**config.mk**
```make
export PLATFORM = sky130hd
export DESIGN_NAME = cordic_vectoring
export DESIGN_NICKNAME = d
export VERILOG_FILES = /design/src/rtl/cordic_vectoring.sv
export SDC_FILE = /design/constraint.sdc
export NUM_CORES = 1
export LEC_CHECK = 0
export ABC_CLOCK_PERIOD_IN_PS = 5200
export BUFFER_PORTS_ARGS = -buffer_cell sky130_fd_sc_hd__buf_2
export CORE_UTILIZATION = 51
export CTS_CLUSTER_SIZE = 28
export DETAILED_ROUTE_END_ITERATION = 6
export PLACE_DENSITY = 0.69
export SKIP_LAST_GASP = 1
export SYNTH_ARGS = -nofsm -noshare
export SYNTH_HDL_FRONTEND = slang
export SYNTH_SLANG_ARGS = --single-unit
export TNS_END_PERCENT = 10
```
**constraint.sdc**
```tcl
create_clock -name clock -period 5.2 [get_ports clock]
set_clock_uncertainty 0.15 [all_clocks]
set_input_delay 0.78 -clock clock [delete_from_list [all_inputs] [get_ports clock]]
set_output_delay 0.78 -clock clock [all_outputs]
set_load 0.03 [all_outputs]
```
**src/rtl/cordic_vectoring.sv**
```systemverilog
// Iterative vectoring-mode CORDIC: recovers the phase (16-bit binary angle)
// and gain-scaled magnitude of a signed (I, Q) sample, one micro-rotation per
// clock, with a start/busy/done handshake.
module cordic_vectoring #(
  parameter int unsigned WIDTH  = 16,
  parameter int unsigned N_ITER = 12
) (
  input  logic                    clock,
  input  logic                    reset,
  input  logic                    i_start,
  input  logic signed [WIDTH-1:0] i_x,
  input  logic signed [WIDTH-1:0] i_y,
  output logic                    o_busy,
  output logic                    o_done,
  output logic [15:0]             o_angle,
  output logic [WIDTH:0]          o_mag
);

  // Two guard bits: one so -2^(WIDTH-1) negates cleanly, one for the CORDIC gain.
  localparam int unsigned DW = WIDTH + 2;
  localparam int unsigned AW = 16;
  localparam int unsigned CW = 4;
  localparam int unsigned MW = WIDTH + 1;

  typedef enum logic [1:0] {
    S_IDLE = 2'd0,
    S_ITER = 2'd1,
    S_DONE = 2'd2
  } state_e;

  // atan(2^-i) in binary-angle units (65536 = full turn).
  function automatic logic [AW-1:0] atan_rom(input logic [CW-1:0] idx);
    logic [AW-1:0] a;
    case (idx)
      4'd0:    a = 16'd8192;
      4'd1:    a = 16'd4836;
      4'd2:    a = 16'd2555;
      4'd3:    a = 16'd1297;
      4'd4:    a = 16'd651;
      4'd5:    a = 16'd326;
      4'd6:    a = 16'd163;
      4'd7:    a = 16'd81;
      4'd8:    a = 16'd41;
      4'd9:    a = 16'd20;
      4'd10:   a = 16'd10;
      4'd11:   a = 16'd5;
      4'd12:   a = 16'd3;
      4'd13:   a = 16'd1;
      4'd14:   a = 16'd1;
      default: a = 16'd0;
    endcase
    return a;
  endfunction

  state_e               state_q, state_d;
  logic [CW-1:0]        count_q, count_d;
  logic signed [DW-1:0] x_q, x_d;
  logic signed [DW-1:0] y_q, y_d;
  logic [AW-1:0]        z_q, z_d;
  logic                 zero_q, zero_d;
  logic                 busy_q, busy_d;
  logic                 done_q, done_d;
  logic [AW-1:0]        angle_q, angle_d;
  logic [MW-1:0]        mag_q, mag_d;

  logic signed [DW-1:0] ext_x_c;
  logic signed [DW-1:0] ext_y_c;
  logic signed [DW-1:0] x_sh_c;
  logic signed [DW-1:0] y_sh_c;
  logic [AW-1:0]        atan_c;

  // Sign-extended inputs and the shifted cross terms for the current stage.
  always_comb begin
    ext_x_c = DW'(i_x);
    ext_y_c = DW'(i_y);
    x_sh_c  = x_q >>> count_q;
    y_sh_c  = y_q >>> count_q;
    atan_c  = atan_rom(count_q);
  end

  // Next-state, datapath and registered-output computation.
  always_comb begin
    state_d = state_q;
    count_d = count_q;
    x_d     = x_q;
    y_d     = y_q;
    z_d     = z_q;
    zero_d  = zero_q;
    busy_d  = busy_q;
    done_d  = 1'b0;
    angle_d = angle_q;
    mag_d   = mag_q;

    case (state_q)
      S_IDLE: begin
        if (i_start) begin
          // Fold the left half-plane onto the right with a 180-degree pre-rotation.
          if (i_x < 0) begin
            x_d = -ext_x_c;
            y_d = -ext_y_c;
            z_d = 16'h8000;
          end else begin
            x_d = ext_x_c;
            y_d = ext_y_c;
            z_d = '0;
          end
          zero_d  = (i_x == '0) && (i_y == '0);
          count_d = '0;
          busy_d  = 1'b1;
          state_d = S_ITER;
        end
      end

      S_ITER: begin
        // Rotate toward the +x axis; z accumulates the angle swept.
        if (!y_q[DW-1]) begin
          x_d = x_q + y_sh_c;
          y_d = y_q - x_sh_c;
          z_d = z_q + atan_c;
        end else begin
          x_d = x_q - y_sh_c;
          y_d = y_q + x_sh_c;
          z_d = z_q - atan_c;
        end
        if (count_q == CW'(N_ITER - 1)) begin
          state_d = S_DONE;
        end else begin
          count_d = count_q + CW'(1);
        end
      end

      S_DONE: begin
        // A zero vector would otherwise report the sum of ROM angles.
        angle_d = zero_q ? '0 : z_q;
        mag_d   = zero_q ? '0 : MW'(x_q[WIDTH:0]);
        done_d  = 1'b1;
        busy_d  = 1'b0;
        state_d = S_IDLE;
      end

      default: begin
        busy_d  = 1'b0;
        state_d = S_IDLE;
      end
    endcase
  end

  // State and datapath registers; reset aborts any transaction in flight.
  always_ff @(posedge clock or negedge reset) begin
    if (!reset) begin
      state_q <= S_IDLE;
      count_q <= '0;
      x_q     <= '0;
      y_q     <= '0;
      z_q     <= '0;
      zero_q  <= 1'b0;
      busy_q  <= 1'b0;
      done_q  <= 1'b0;
      angle_q <= '0;
      mag_q   <= '0;
    end else begin
      state_q <= state_d;
      count_q <= count_d;
      x_q     <= x_d;
      y_q     <= y_d;
      z_q     <= z_d;
      zero_q  <= zero_d;
      busy_q  <= busy_d;
      done_q  <= done_d;
      angle_q <= angle_d;
      mag_q   <= mag_d;
    end
  end

  assign o_busy  = busy_q;
  assign o_done  = done_q;
  assign o_angle = angle_q;
  assign o_mag   = mag_q;

endmodule

```
==> run metrics <==
status=finished, violations left; failing checks=design-rule violations; H-tree depth=3; syn_area_per_cell=between 8 and 9 um^2; Worst-Margin Slew=between 1 and 1.5 ns; Setup crit end=x_q[17]; final setup fails=0; worst-skew pair later-pin latency=approximately 0.37 ns; Core ar.=approximately 19000 um^2; Layout Cells excl Fill=approximately 1500; Fin Setup TNS=0 ns; CTS tree=done; Max Cap Viol=0; Yosys warning count=0; Reg2Reg Launch Point=count_q[1]; hold crit path type=input pin to asynchronous set/reset pin; Yosys cell types=85; detailed-placement wirelength estimate=21.6 mm; Crit Path Class=register to register; fraction of layout cells with a size suffix above 1=between 10% and 20%; Avg WL per Cell=19.1 um; Final Max Tran Viols=0; Slew HR=between 10 and 15%; Post-Syn Instances=between 1000 and 1500; top post-synthesis cells by area=dfrtp_1, ha_1, o21ai_0, nand2_1, xor2_1; Num CTS Buffers=9; R2R setup slack=approximately 0.19 ns; # IOs=70; GRT Overall Usage=30.0%; # DRC=2; die footprint=~20000 um^2; worst hold slack=approximately 0.28 ns; Die X-Extent=around 140 um; first-pass GRT wire length=between 40 and 50 mm; Synth Register Bits=94; Max Clk Rate=around 200 MHz; Layout Nets=1353; Cell Area, Synth=9860 um^2; async set or reset register ratio after synthesis=between 90% and 100%; fillers=1702; Worst EP required=5.30 ns; Initial Utilization=52.4%; CP Launch Type=register; number of synthesized flops with an enable pin=0; most common cell after layout, fill and taps aside=nand2_1; Crit Path Max Fanout=7; Post-Route WL=29.0 mm; worst r2r dst=x_q[17]; most frequent cells in the layout=nand2_1, o21ai_0, dfrtp_1; Setup crit end kind=register; Reg2Reg Depth=18; # diodes=0; routability congestion estimate=about 1; vias=about 9400; top-area cell type share of the netlist area=roughly a quarter; initial antenna violation count=0; vias in the first global route=8713; largest net degree at the start of global routing=68; CTS root buffer=clkbuf_16; clk sink count=94; CP startpoint=count_q[1]; Synth area leader=dfrtp_1; number of core rows=50; largest buffer count on any clock path=2; arrival time worst endpoint=5.12 ns; 1st-iter DRT viols=885; Final Hold Viols=0; post-synthesis sequential area ratio=23.8%; drt via density=just over 6; Final ANT Viol Nets=0; RSZ-0062 raised after global routing=true; GR Overflow Total=0; period utilisation layout=just under 100%; ys flop type=dfrtp_1; total iterations of the first detailed-routing run=7; min Tclk post-route=approximately 5 ns; placed insts=1500; area delta synth->final=10.3%; Syn Nets=between 1000 and 1500; Reg clk slew, reported paths=0.08 ns; IO buf count=just under 70; die span in y=between 100 and 150 um
[per-stage QoR]
stage / setup WS (ns) / area [um^2] / util, %
final: 0.186 / 10900 / 57.8
after global routing: -0.0317 / 10900 / 57.8
after CTS: 0.0244 / 10800 / 57.6
after detailed placement: 0.0629 / 10500 / 55.9
after global placement: 0.113 / 10500 / 55.9
after floorplan: 0.461 / 9860 / -
[cell type report]
| class | count | area (um^2) | share of cell area, % |
|---|---|---|---|
| clock buffer | 9 | 225 | 2.07 |
| inverter | 33 | 124 | 1.14 |
| timing repair buffer | 108 | 691 | 6.34 |
| tap | 260 | 325 | 2.99 |
| clock inverter | 7 | 83.8 | 0.770 |
| sequential | 94 | 2360 | 21.7 |
| multi-input combinational | 1009 | 7080 | 65.0 |
[worst min-delay path by stage]
stage	start	end	cells after the start
2_1_floorplan	reset	count_q[0]	0
3_3_place_gp	o_angle[4]	o_angle[4]	2
3_5_place_dp	o_angle[0]	o_angle[0]	2
4_1_cts	reset	o_angle[13]	1
5_1_grt	reset	o_angle[13]	1
6_report	reset	o_angle[13]	1
[synth_stat cells, types with 4 or more instances]
library cell and number:
nand2b_1 48, xnor2_1 45, o31ai_1 20, or3_1 10
nand2_1 164, nor3_1 19, a211oi_1 13, a31oi_1 20
a211o_1 6, dfrtp_1 94, xor2_1 54, ha_1 60
and2_1 6, and3_1 4, o22ai_1 10, a21o_1 9
o41ai_1 6, buf_2 12, nor2b_1 17, mux2i_1 32
mux2_1 7, nor3b_1 4, o21a_1 11, o21bai_1 7
nor2_1 76, or4_1 7, nand3b_1 4, o21ai_0 124
o211ai_1 28, nand4_1 5, or2_2 4, clkbuf_1 45
a21oi_1 77, buf_6 4, buf_1 11, mux4_2 19
inv_1 32, nand3_1 14, mux2_2 16
[metal layers]
layer  vias to the layer above  GRT usage, %  part of all wire (%)
met1                      4443          40.9                    44
li1                       4485             -                     -
met3                        59          4.14                   6.8
met2                       366          48.9                    47
met4                         0          10.1                   2.7
met5                         -             0                     0
[timing repair]
| action | 4_1_cts | 5_1_grt |
|---|---|---|
| resized for setup | 0 | 5 |
| hold buffers | 0 | 0 |
| endpoints found under the setup margin | 0 | 10 |
| setup buffers | 0 | 4 |
[sequential cells by signal, indices dropped and copies added, names as in the netlist]
| signal | count |
|---|---|
| o_mag | 17 |
| z_q | 16 |
| o_done | 1 |
| zero_q | 1 |
| o_angle | 16 |
| x_q | 18 |
| o_busy | 1 |
| state_q | 2 |
| count_q | 4 |
| y_q | 18 |
[cells by family (layout without fill, tap and decap cells)]
group	count (synthesis)	after routing	synth area share, %
compound gates	372	372	24.0
flops	94	94	23.8
fa+ha+maj	63	63	8.22
buf+inv	107	157	4.68
mux	78	78	11.0
simple gates	397	397	19.4
xor+xnor	99	99	8.79
[critical path, stage by stage (launching register included)]
cell and delay [ns]:
dfrtp_4 0.54, buf_4 0.17, mux2_4 0.30, mux2_2 0.26, mux4_2 0.54, inv_1 0.09, ha_1 0.15, and2_1 0.23
a21oi_1 0.11, xnor2_1 0.14, ha_1 0.34, a2111oi_0 0.43, nand2_1 0.14, a221o_1 0.41, a211oi_2 0.30, o31ai_1 0.12
xnor2_1 0.20, o31ai_1 0.08, a31o_1 0.20
Power is left out: the tool's default activity adds up to more than one toggle a clock period on the data nets, which glitch-free logic cannot reach.
